[src/rtl/dma_engine_pkg.sv]
// dma_engine_pkg: shared state encoding, mode constants and default widths for the DMA engine.
package dma_engine_pkg;
    localparam int DMA_ADDR_W = 23;
    localparam int DMA_DATA_W = 32;
    localparam int DMA_LEN_W = 16;
    localparam logic MODE_COPY = 1'b0;
    localparam logic MODE_FILL = 1'b1;
    typedef enum logic [1:0] {IDLE, READ, WRITE, FIN} state_t;
endpackage

[src/rtl/dma_engine_if.sv]
// dma_engine_if: control, status and single-port RAM signals of the DMA engine.
interface dma_engine_if
    import dma_engine_pkg::*;
#(
    parameter int ADDR_W = DMA_ADDR_W,
    parameter int DATA_W = DMA_DATA_W,
    parameter int LEN_W = DMA_LEN_W
);
    logic Start;
    logic Abort;
    logic Mode;
    logic [ADDR_W-1:0] SrcAddr;
    logic [ADDR_W-1:0] DstAddr;
    logic [LEN_W-1:0] Length;
    logic [DATA_W-1:0] FillData;
    logic [ADDR_W-1:0] MemAddress;
    logic [DATA_W-1:0] MemWriteData;
    logic MemWE;
    logic MemRE;
    logic [DATA_W-1:0] MemReadData;
    logic Busy;
    logic Done;
    logic Aborted;
    logic [LEN_W-1:0] WordCount;
    modport slave (
        input Start, Abort, Mode, SrcAddr, DstAddr, Length, FillData, MemReadData,
        output MemAddress, MemWriteData, MemWE, MemRE, Busy, Done, Aborted, WordCount
    );
    modport master (
        output Start, Abort, Mode, SrcAddr, DstAddr, Length, FillData, MemReadData,
        input MemAddress, MemWriteData, MemWE, MemRE, Busy, Done, Aborted, WordCount
    );
endinterface

[src/rtl/dma_engine.sv]
// dma_engine: copy/fill DMA over a single-port RAM; 2 cycles/word copy, 1 cycle/word fill.
module dma_engine
    import dma_engine_pkg::*;
#(
    parameter int ADDR_W = DMA_ADDR_W,
    parameter int DATA_W = DMA_DATA_W,
    parameter int LEN_W = DMA_LEN_W
) (
    input logic Clk,
    input logic Reset,
    dma_engine_if.slave bus
);
    state_t state, nxt;
    logic accept, mode, mode_n;
    logic [ADDR_W-1:0] src, dst, src_n, dst_n;
    logic [LEN_W-1:0] len, wc_n;
    logic [DATA_W-1:0] fill, fill_n, data_q, data_n;
    // All memory/status outputs are registered from the next-state view, so they line up with the state they describe.
    always_comb begin
        accept = state == IDLE && bus.Start;
        src_n = accept ? bus.SrcAddr : src;
        dst_n = accept ? bus.DstAddr : dst;
        mode_n = accept ? bus.Mode : mode;
        fill_n = accept ? bus.FillData : fill;
        data_n = state == READ ? bus.MemReadData : data_q;
        wc_n = accept ? '0 : state == WRITE ? bus.WordCount + 1'b1 : bus.WordCount;
        nxt = accept ? (bus.Length == '0 ? FIN : bus.Mode == MODE_FILL ? WRITE : READ)
            : state == READ ? (bus.Abort ? FIN : WRITE)
            : state == WRITE ? (bus.Abort || wc_n == len ? FIN : mode == MODE_FILL ? WRITE : READ)
            : IDLE;
    end
    always_ff @(posedge Clk or posedge Reset) begin
        if (Reset) begin
            state <= IDLE;
            src <= '0;
            dst <= '0;
            len <= '0;
            mode <= MODE_COPY;
            fill <= '0;
            data_q <= '0;
            bus.WordCount <= '0;
            bus.Aborted <= 1'b0;
            bus.Busy <= 1'b0;
            bus.Done <= 1'b0;
            bus.MemRE <= 1'b0;
            bus.MemWE <= 1'b0;
            bus.MemAddress <= '0;
            bus.MemWriteData <= '0;
        end else begin
            state <= nxt;
            src <= src_n;
            dst <= dst_n;
            len <= accept ? bus.Length : len;
            mode <= mode_n;
            fill <= fill_n;
            data_q <= data_n;
            bus.WordCount <= wc_n;
            bus.Aborted <= accept ? 1'b0 : (state == READ || state == WRITE) && bus.Abort ? 1'b1 : bus.Aborted;
            bus.Busy <= nxt != IDLE;
            bus.Done <= nxt == FIN;
            bus.MemRE <= nxt == READ;
            bus.MemWE <= nxt == WRITE;
            bus.MemAddress <= nxt == READ ? src_n + ADDR_W'(wc_n) : nxt == WRITE ? dst_n + ADDR_W'(wc_n) : '0;
            bus.MemWriteData <= nxt == WRITE ? (mode_n == MODE_FILL ? fill_n : data_n) : '0;
        end
    end
endmodule
[src/flat_wrapper.sv]
// flat-port wrapper written by rule: the top's interface ports become plain ports
module dma_engine_flat import dma_engine_pkg::*;
#(
    parameter int ADDR_W = DMA_ADDR_W,
    parameter int DATA_W = DMA_DATA_W,
    parameter int LEN_W = DMA_LEN_W
)
  (Clk, Reset, bus_Start, bus_Abort, bus_Mode, bus_SrcAddr, bus_DstAddr, bus_Length, bus_FillData, bus_MemReadData, bus_MemAddress, bus_MemWriteData, bus_MemWE, bus_MemRE, bus_Busy, bus_Done, bus_Aborted, bus_WordCount);
  dma_engine_if #(.ADDR_W(ADDR_W), .DATA_W(DATA_W), .LEN_W(LEN_W)) bus_i ();
  input logic Clk;
  input logic Reset;
  input wire logic [$bits(bus_i.Start)-1:0] bus_Start;
  input wire logic [$bits(bus_i.Abort)-1:0] bus_Abort;
  input wire logic [$bits(bus_i.Mode)-1:0] bus_Mode;
  input wire logic [$bits(bus_i.SrcAddr)-1:0] bus_SrcAddr;
  input wire logic [$bits(bus_i.DstAddr)-1:0] bus_DstAddr;
  input wire logic [$bits(bus_i.Length)-1:0] bus_Length;
  input wire logic [$bits(bus_i.FillData)-1:0] bus_FillData;
  input wire logic [$bits(bus_i.MemReadData)-1:0] bus_MemReadData;
  output wire logic [$bits(bus_i.MemAddress)-1:0] bus_MemAddress;
  output wire logic [$bits(bus_i.MemWriteData)-1:0] bus_MemWriteData;
  output wire logic [$bits(bus_i.MemWE)-1:0] bus_MemWE;
  output wire logic [$bits(bus_i.MemRE)-1:0] bus_MemRE;
  output wire logic [$bits(bus_i.Busy)-1:0] bus_Busy;
  output wire logic [$bits(bus_i.Done)-1:0] bus_Done;
  output wire logic [$bits(bus_i.Aborted)-1:0] bus_Aborted;
  output wire logic [$bits(bus_i.WordCount)-1:0] bus_WordCount;
  assign bus_i.Start = bus_Start;
  assign bus_i.Abort = bus_Abort;
  assign bus_i.Mode = bus_Mode;
  assign bus_i.SrcAddr = bus_SrcAddr;
  assign bus_i.DstAddr = bus_DstAddr;
  assign bus_i.Length = bus_Length;
  assign bus_i.FillData = bus_FillData;
  assign bus_i.MemReadData = bus_MemReadData;
  assign bus_MemAddress = bus_i.MemAddress;
  assign bus_MemWriteData = bus_i.MemWriteData;
  assign bus_MemWE = bus_i.MemWE;
  assign bus_MemRE = bus_i.MemRE;
  assign bus_Busy = bus_i.Busy;
  assign bus_Done = bus_i.Done;
  assign bus_Aborted = bus_i.Aborted;
  assign bus_WordCount = bus_i.WordCount;
  dma_engine #(.ADDR_W(ADDR_W), .DATA_W(DATA_W), .LEN_W(LEN_W)) u_core (.Clk(Clk), .Reset(Reset), .bus(bus_i));
endmodule
[config.mk]
export PLATFORM = sky130hd
export DESIGN_NAME = dma_engine_flat
export DESIGN_NICKNAME = d
export VERILOG_FILES = /design/src/rtl/dma_engine_pkg.sv /design/src/rtl/dma_engine_if.sv /design/src/rtl/dma_engine.sv /design/src/flat_wrapper.sv
export SDC_FILE = /design/constraint.sdc
export NUM_CORES = 1
export LEC_CHECK = 0
export ABC_AREA = 1
export CAP_MARGIN = 20
export CORE_MARGIN = 8
export CORE_UTILIZATION = 48
export DETAILED_ROUTE_END_ITERATION = 16
export PLACE_DENSITY = 0.75
export SLEW_MARGIN = 25
export SYNTH_ARGS = -nofsm -noshare
export SYNTH_HDL_FRONTEND = slang
export SYNTH_SLANG_ARGS = --single-unit
export TNS_END_PERCENT = 50
[constraint.sdc]
create_clock -name Clk -period 9.41 [get_ports Clk]
set_input_delay 1.882 -clock Clk [delete_from_list [all_inputs] [get_ports Clk]]
set_output_delay 1.882 -clock Clk [all_outputs]
set_load 0.02 [all_outputs]
After elaboration in Yosys (flattened, before gate mapping)
Cells that the tools add are included.
Storage, ports and cells
  bits in registers: 205
  input port bits: 131
  output and inout bits: 76
  logic and storage cells: 53
Operators by class
  add/sub/neg operators: 3
  equal/unequal tests: 6
  mux-type cells: 21
  reductions and logical operators: 8
Operator list (number)
  $mux W32: 4
  $mux W23: 4
  $add A23 B16 Y23: 2
  $mux W16: 2
  $add A16 B1 Y16 const B: 1
  $eq A16 B16 Y1: 1
  $logic_not A16 Y1: 1
  $mux W2: 7
  $eq A2 B2 Y1 const B: 3
  $eq A2 B1 Y1 const B: 2
  $mux W1: 4
  $reduce_bool A2 Y1: 2
  $logic_and A1 B1 Y1: 2
  $logic_not A2 Y1: 1
  $logic_or A1 B1 Y1: 2

Logic depth before layout (Yosys ltp)
  depth in word-level cells: 12
  depth in mapped cells: 28

Worst setup path after synthesis
OpenSTA, ideal clock, no wires.
  kind: in2reg
  from: input port bus_Start
  to: register u_core.bus.MemAddress[20]
  arrival: 5.251 ns
  data required time: 9.293 ns
  setup slack: 4.041 ns
  stages on the path: 23
  buffers on the path: 6
  path through: nand2_2 > buf_4 > buf_4 > buf_2 > buf_2 > clkbuf_1 > clkbuf_1 > nand2_1 > nand2_1 > ha_1 > inv_1 > fa_1 > o21ai_0 > a21oi_1 > o21bai_1 > nand2_1 > nand2_1 > nand3_1 > nand2_1 > nand4_1 > xor2_1 > nand3_1 > nand2_1
On the way
  elaborated cells on any way between the ends: 16
  those cells by class: 2 x add/sub; 3 x eq/ne; 9 x mux; 2 x reduce/logical
RTL lines
  start, declared: line flat_wrapper.sv:12  | input wire logic [$bits(bus_i.Start)-1:0] bus_Start;
  $logic_and A1 B1 Y1: line dma_engine.sv:20  | accept = state == IDLE && bus.Start;
  $mux W23: line dma_engine.sv:22  | dst_n = accept ? bus.DstAddr : dst;
  net u_core.dst_n[0]: line dma_engine.sv:15  | logic [ADDR_W-1:0] src, dst, src_n, dst_n;
  $add A23 B16 Y23: line dma_engine.sv:63  | bus.MemAddress <= nxt == READ ? src_n + ADDR_W'(wc_n) : nxt == WRITE ? dst_n + ADDR_W'(wc_n) : '0;
  $mux W23 (2 in series): line dma_engine.sv:63
  end signal, assigned: line dma_engine.sv:63
  end, declared: line dma_engine_if.sv:27  | output MemAddress, MemWriteData, MemWE, MemRE, Busy, Done, Aborted, WordCount
The timed path passes the listed nets, and every way through them passes these cells.
A chain may end at the register's enable or synchronous reset.

Final worst setup path
  from: input port bus_Start
  to: register u_core.bus.MemAddress[16]
On the way
  word-level cells in the longest chain between the ends: 11
  elaborated cells on any way between the ends: 16
  those cells by class: 2 x add/sub; 3 x eq/ne; 9 x mux; 2 x reduce/logical
RTL lines
  $logic_and A1 B1 Y1 (*): line dma_engine.sv:20
  $mux W16 (*): line dma_engine.sv:26  | wc_n = accept ? '0 : state == WRITE ? bus.WordCount + 1'b1 : bus.WordCount;
  net u_core.wc_n[0]: line dma_engine.sv:16  | logic [LEN_W-1:0] len, wc_n;
  $eq A16 B16 Y1: line dma_engine.sv:29  | : state == WRITE ? (bus.Abort || wc_n == len ? FIN : mode == MODE_FILL ? WRITE : READ)
  $logic_or A1 B1 Y1: line dma_engine.sv:29
  $mux W2 (2 in series): line dma_engine.sv:29
  $mux W2: line dma_engine.sv:28  | : state == READ ? (bus.Abort ? FIN : WRITE)
  $mux W2: line dma_engine.sv:27  | nxt = accept ? (bus.Length == '0 ? FIN : bus.Mode == MODE_FILL ? WRITE : READ)
  $eq A2 B2 Y1: line dma_engine.sv:63
  $mux W23: line dma_engine.sv:63
  $mux W23 (*): line dma_engine.sv:63
Mark *: on every way through the listed nets, which the timed path passes. The rest lies on a longest branch.

==> out/qor.yml <==
setup_ws_ns: 3.56
ant_nets: 0
p_leak_nw: 7.03
gp_congestion: 0.929
initial_core_util_pct: 48.3
fin_tns_setup_ns: 0
grt_pass1_wl_mm: 49.7
portBuffers: 206
ctsHoldBuffers: 0
synth_warnings: 0
relSlewSlack_pct: 46.4
via_count: 9701
drc: 0
core_um2: 22400
die_w_um: 166
std_cell_rows: 55
synth_cell_types: 41
cp-start-kind: "primary input"
grtUsageTotal_pct: 22.0
grt_max_degree: 148
syn-num-nets: 1556
clkTransAtPathRegs_ns: 0.06
finClkSkew_ns: 0.0120
arrival_ns: 6.31
die_area_um2: 27600
postCtsSetupBuffers: 0
cts.sinks: 205
post-route-util_pct: 62.1
max-cap-violations: 0
final_cell_area_um2: 13900
p_per_area_nw_per_um2: 310
first_pass_iters: 6
cts_max_level: 1
cts.path.max_buffers: 3
rsz0062_at_grt: "no"
cts_resized: 0
cts_tree: "done"
endpoint_kind: "register"
hold_class: "register to register"
netlist_area_um2: 10800
period_minus_slack_ns: 5.85
wl_mm: 31.2
die-height_um: 166
cts_root_buf: "clkbuf_16"
area_delta_synth_final_pct: 28.6
clock_latency_ns: 0.53
max_clock_freq_mhz: 171
cts_buffers: 23
syn_avg_cell_area_um2: 7.76
ys_seq_elements: 205
drt-wirelength-per-cell_um: 16.6
crit_type: "primary input to register"
slew_viol_final: 0
cp_max_fo: 68
antenna_found_initial: 2
grt_pass1_vias: 9613
setup_viol: 0
hold_violations: 0
drive_gt1_share_pct: 6.83
fillers: 1977
hold_slack_ns: 0.461
vdd_drop_max_mv: 0.151
syn_inst: 1393
first_iter_violations: 693
overflow: 0
pre_cts_slack_ns: 3.14
place_area_um2: 13000
worst_ep_required_time_ns: 9.87
status: "completed"
period_share_pct: 62.2
vias_per_cell: 5.16
seq_area_frac_synth_pct: 47.5
ios: 207
worst_pin_slew_ns: 0.805
nets: 1741
hpwl_mm: 22.7
## final cells by class
| cell class | count | area [um2] | share of cell area [%] |
|---|---|---|---|
| diodes | 1 | 2.50 | 0.0180 |
| clock buffers | 23 | 576 | 4.14 |
| clock inverters | 19 | 278 | 2.00 |
| inverters | 162 | 622 | 4.48 |
| multi-input cells | 975 | 4830 | 34.8 |
| flip-flops and latches | 205 | 5130 | 36.9 |
| well taps | 285 | 357 | 2.57 |
| repair buffers | 211 | 2100 | 15.1 |
## cell families (layout without fill, tap and decap cells)
kind of cell	count (synthesis)	in the layout	synth area share (%)
xor+xnor	34	34	2.76
other cells	0	1	0
compound gates	152	152	7.47
mux	1	1	0.0926
simple gates	756	756	30.4
fa+ha+maj	32	32	3.84
buf+inv	213	415	7.99
flops	205	205	47.5
## layout by cell type (no fill, tap or decap), drive strengths merged, types with 5 or more instances in the layout
cell type,instances
nand2,457
clkdlybuf4s50,206
dfrtp,205
inv,162
o21ai,109
nand3,104
nor2,97
or2,44
nand4,32
ha,30
a21oi,29
clkbuf,23
xnor2,18
xor2,16
nand3b,14
clkinv,12
bufinv,6
o21bai,5
buf,5
## cells in the mapped netlist, drive strengths merged
cell | count | share of area, %
a31oi | 1 | 0.058
mux2i | 1 | 0.093
fa | 2 | 0.37
and2 | 1 | 0.058
clkinv | 1 | 0.035
a211o | 1 | 0.081
dfrtp | 205 | 47
buf | 19 | 1.3
a22oi | 1 | 0.069
nand3 | 104 | 5.0
xnor2 | 18 | 1.5
nor3 | 3 | 0.14
nor4 | 3 | 0.17
xor2 | 16 | 1.3
nand2 | 457 | 16
or2 | 44 | 2.5
and3 | 1 | 0.058
a21oi | 29 | 1.4
o21a | 2 | 0.14
o21ai | 109 | 5.0
nand4 | 32 | 1.9
nor2 | 97 | 3.5
nand3b | 14 | 0.97
o211ai | 1 | 0.069
inv | 161 | 5.6
o21bai | 5 | 0.35
ha | 30 | 3.5
clkbuf | 32 | 1.1
a21boi | 3 | 0.21
## per-stage QoR
stage	cells	power, W
after floorplan	1393	0.00274
after global placement	1838	0.00326
after detailed placement	1838	0.00330
after CTS	1880	0.00433
after global routing	1881	0.00464
final	1881	0.00431
## per-layer routing
layer	GRT usage (%)	part of all wire [%]	vias to the layer above
met1	28.0	43	4574
met5	0	0.042	-
met2	36.4	47	276
li1	-	-	4785
met3	4.59	6.4	64
met4	8.10	3.4	2
## flip-flops by register name (all words and copies together), names as in the netlist
| name | cells |
|---|---|
| u_core.bus.MemWriteData | 32 |
| u_core.data_q | 32 |
| u_core.fill | 32 |
| u_core.bus.MemAddress | 23 |
| u_core.dst | 23 |
| u_core.src | 23 |
| u_core.bus.WordCount | 16 |
| u_core.len | 16 |
| u_core.state | 2 |
| u_core.bus.Aborted | 1 |
| u_core.bus.Busy | 1 |
| u_core.bus.Done | 1 |
| u_core.bus.MemRE | 1 |
| u_core.bus.MemWE | 1 |
| u_core.mode | 1 |
## worst max-delay path: stages
cell and delay (ns):
clkdlybuf4s50_1 0.44, nand2_4 0.53, buf_4 0.69, nand3_1 0.20, inv_1 0.16, ha_1 0.20
inv_1 0.06, fa_1 0.43, o21ai_0 0.55, nand3_1 0.16, nand3_1 0.09, nand2_1 0.09
inv_1 0.11, nand4_1 0.09, nand3_1 0.15, xor2_1 0.19, nand3_1 0.09, nand2_1 0.09
## where the power goes
part	switching [W]	leakage, nW	internal (W)
clock network	0.000389	0.422	0.000619
registers	0.000113	2.55	0.00123
logic	0.00127	4.05	0.000692
## worst paths after layout
check / startpoint / end / slack (ns) / depth (start not counted)
max: bus_Start / u_core.bus.MemAddress[16]$_DFF_PP0_ / 3.56 / 18
min: u_core.data_q[21]$_DFF_PP0_ / u_core.data_q[21]$_DFF_PP0_ / 0.46 / 2
max reg2reg: u_core.state[0]$_DFF_PP0_ / u_core.bus.MemAddress[16]$_DFF_PP0_ / 4.70 / 19
min reg2reg: u_core.data_q[21]$_DFF_PP0_ / u_core.data_q[21]$_DFF_PP0_ / 0.46 / 2
max in group asynchronous: Reset / u_core.bus.MemAddress[6]$_DFF_PP0_ / 6.31 / 3
min in group asynchronous: Reset / u_core.data_q[7]$_DFF_PP0_ / 1.84 / 2
Power figures use the tool's default switching activity.
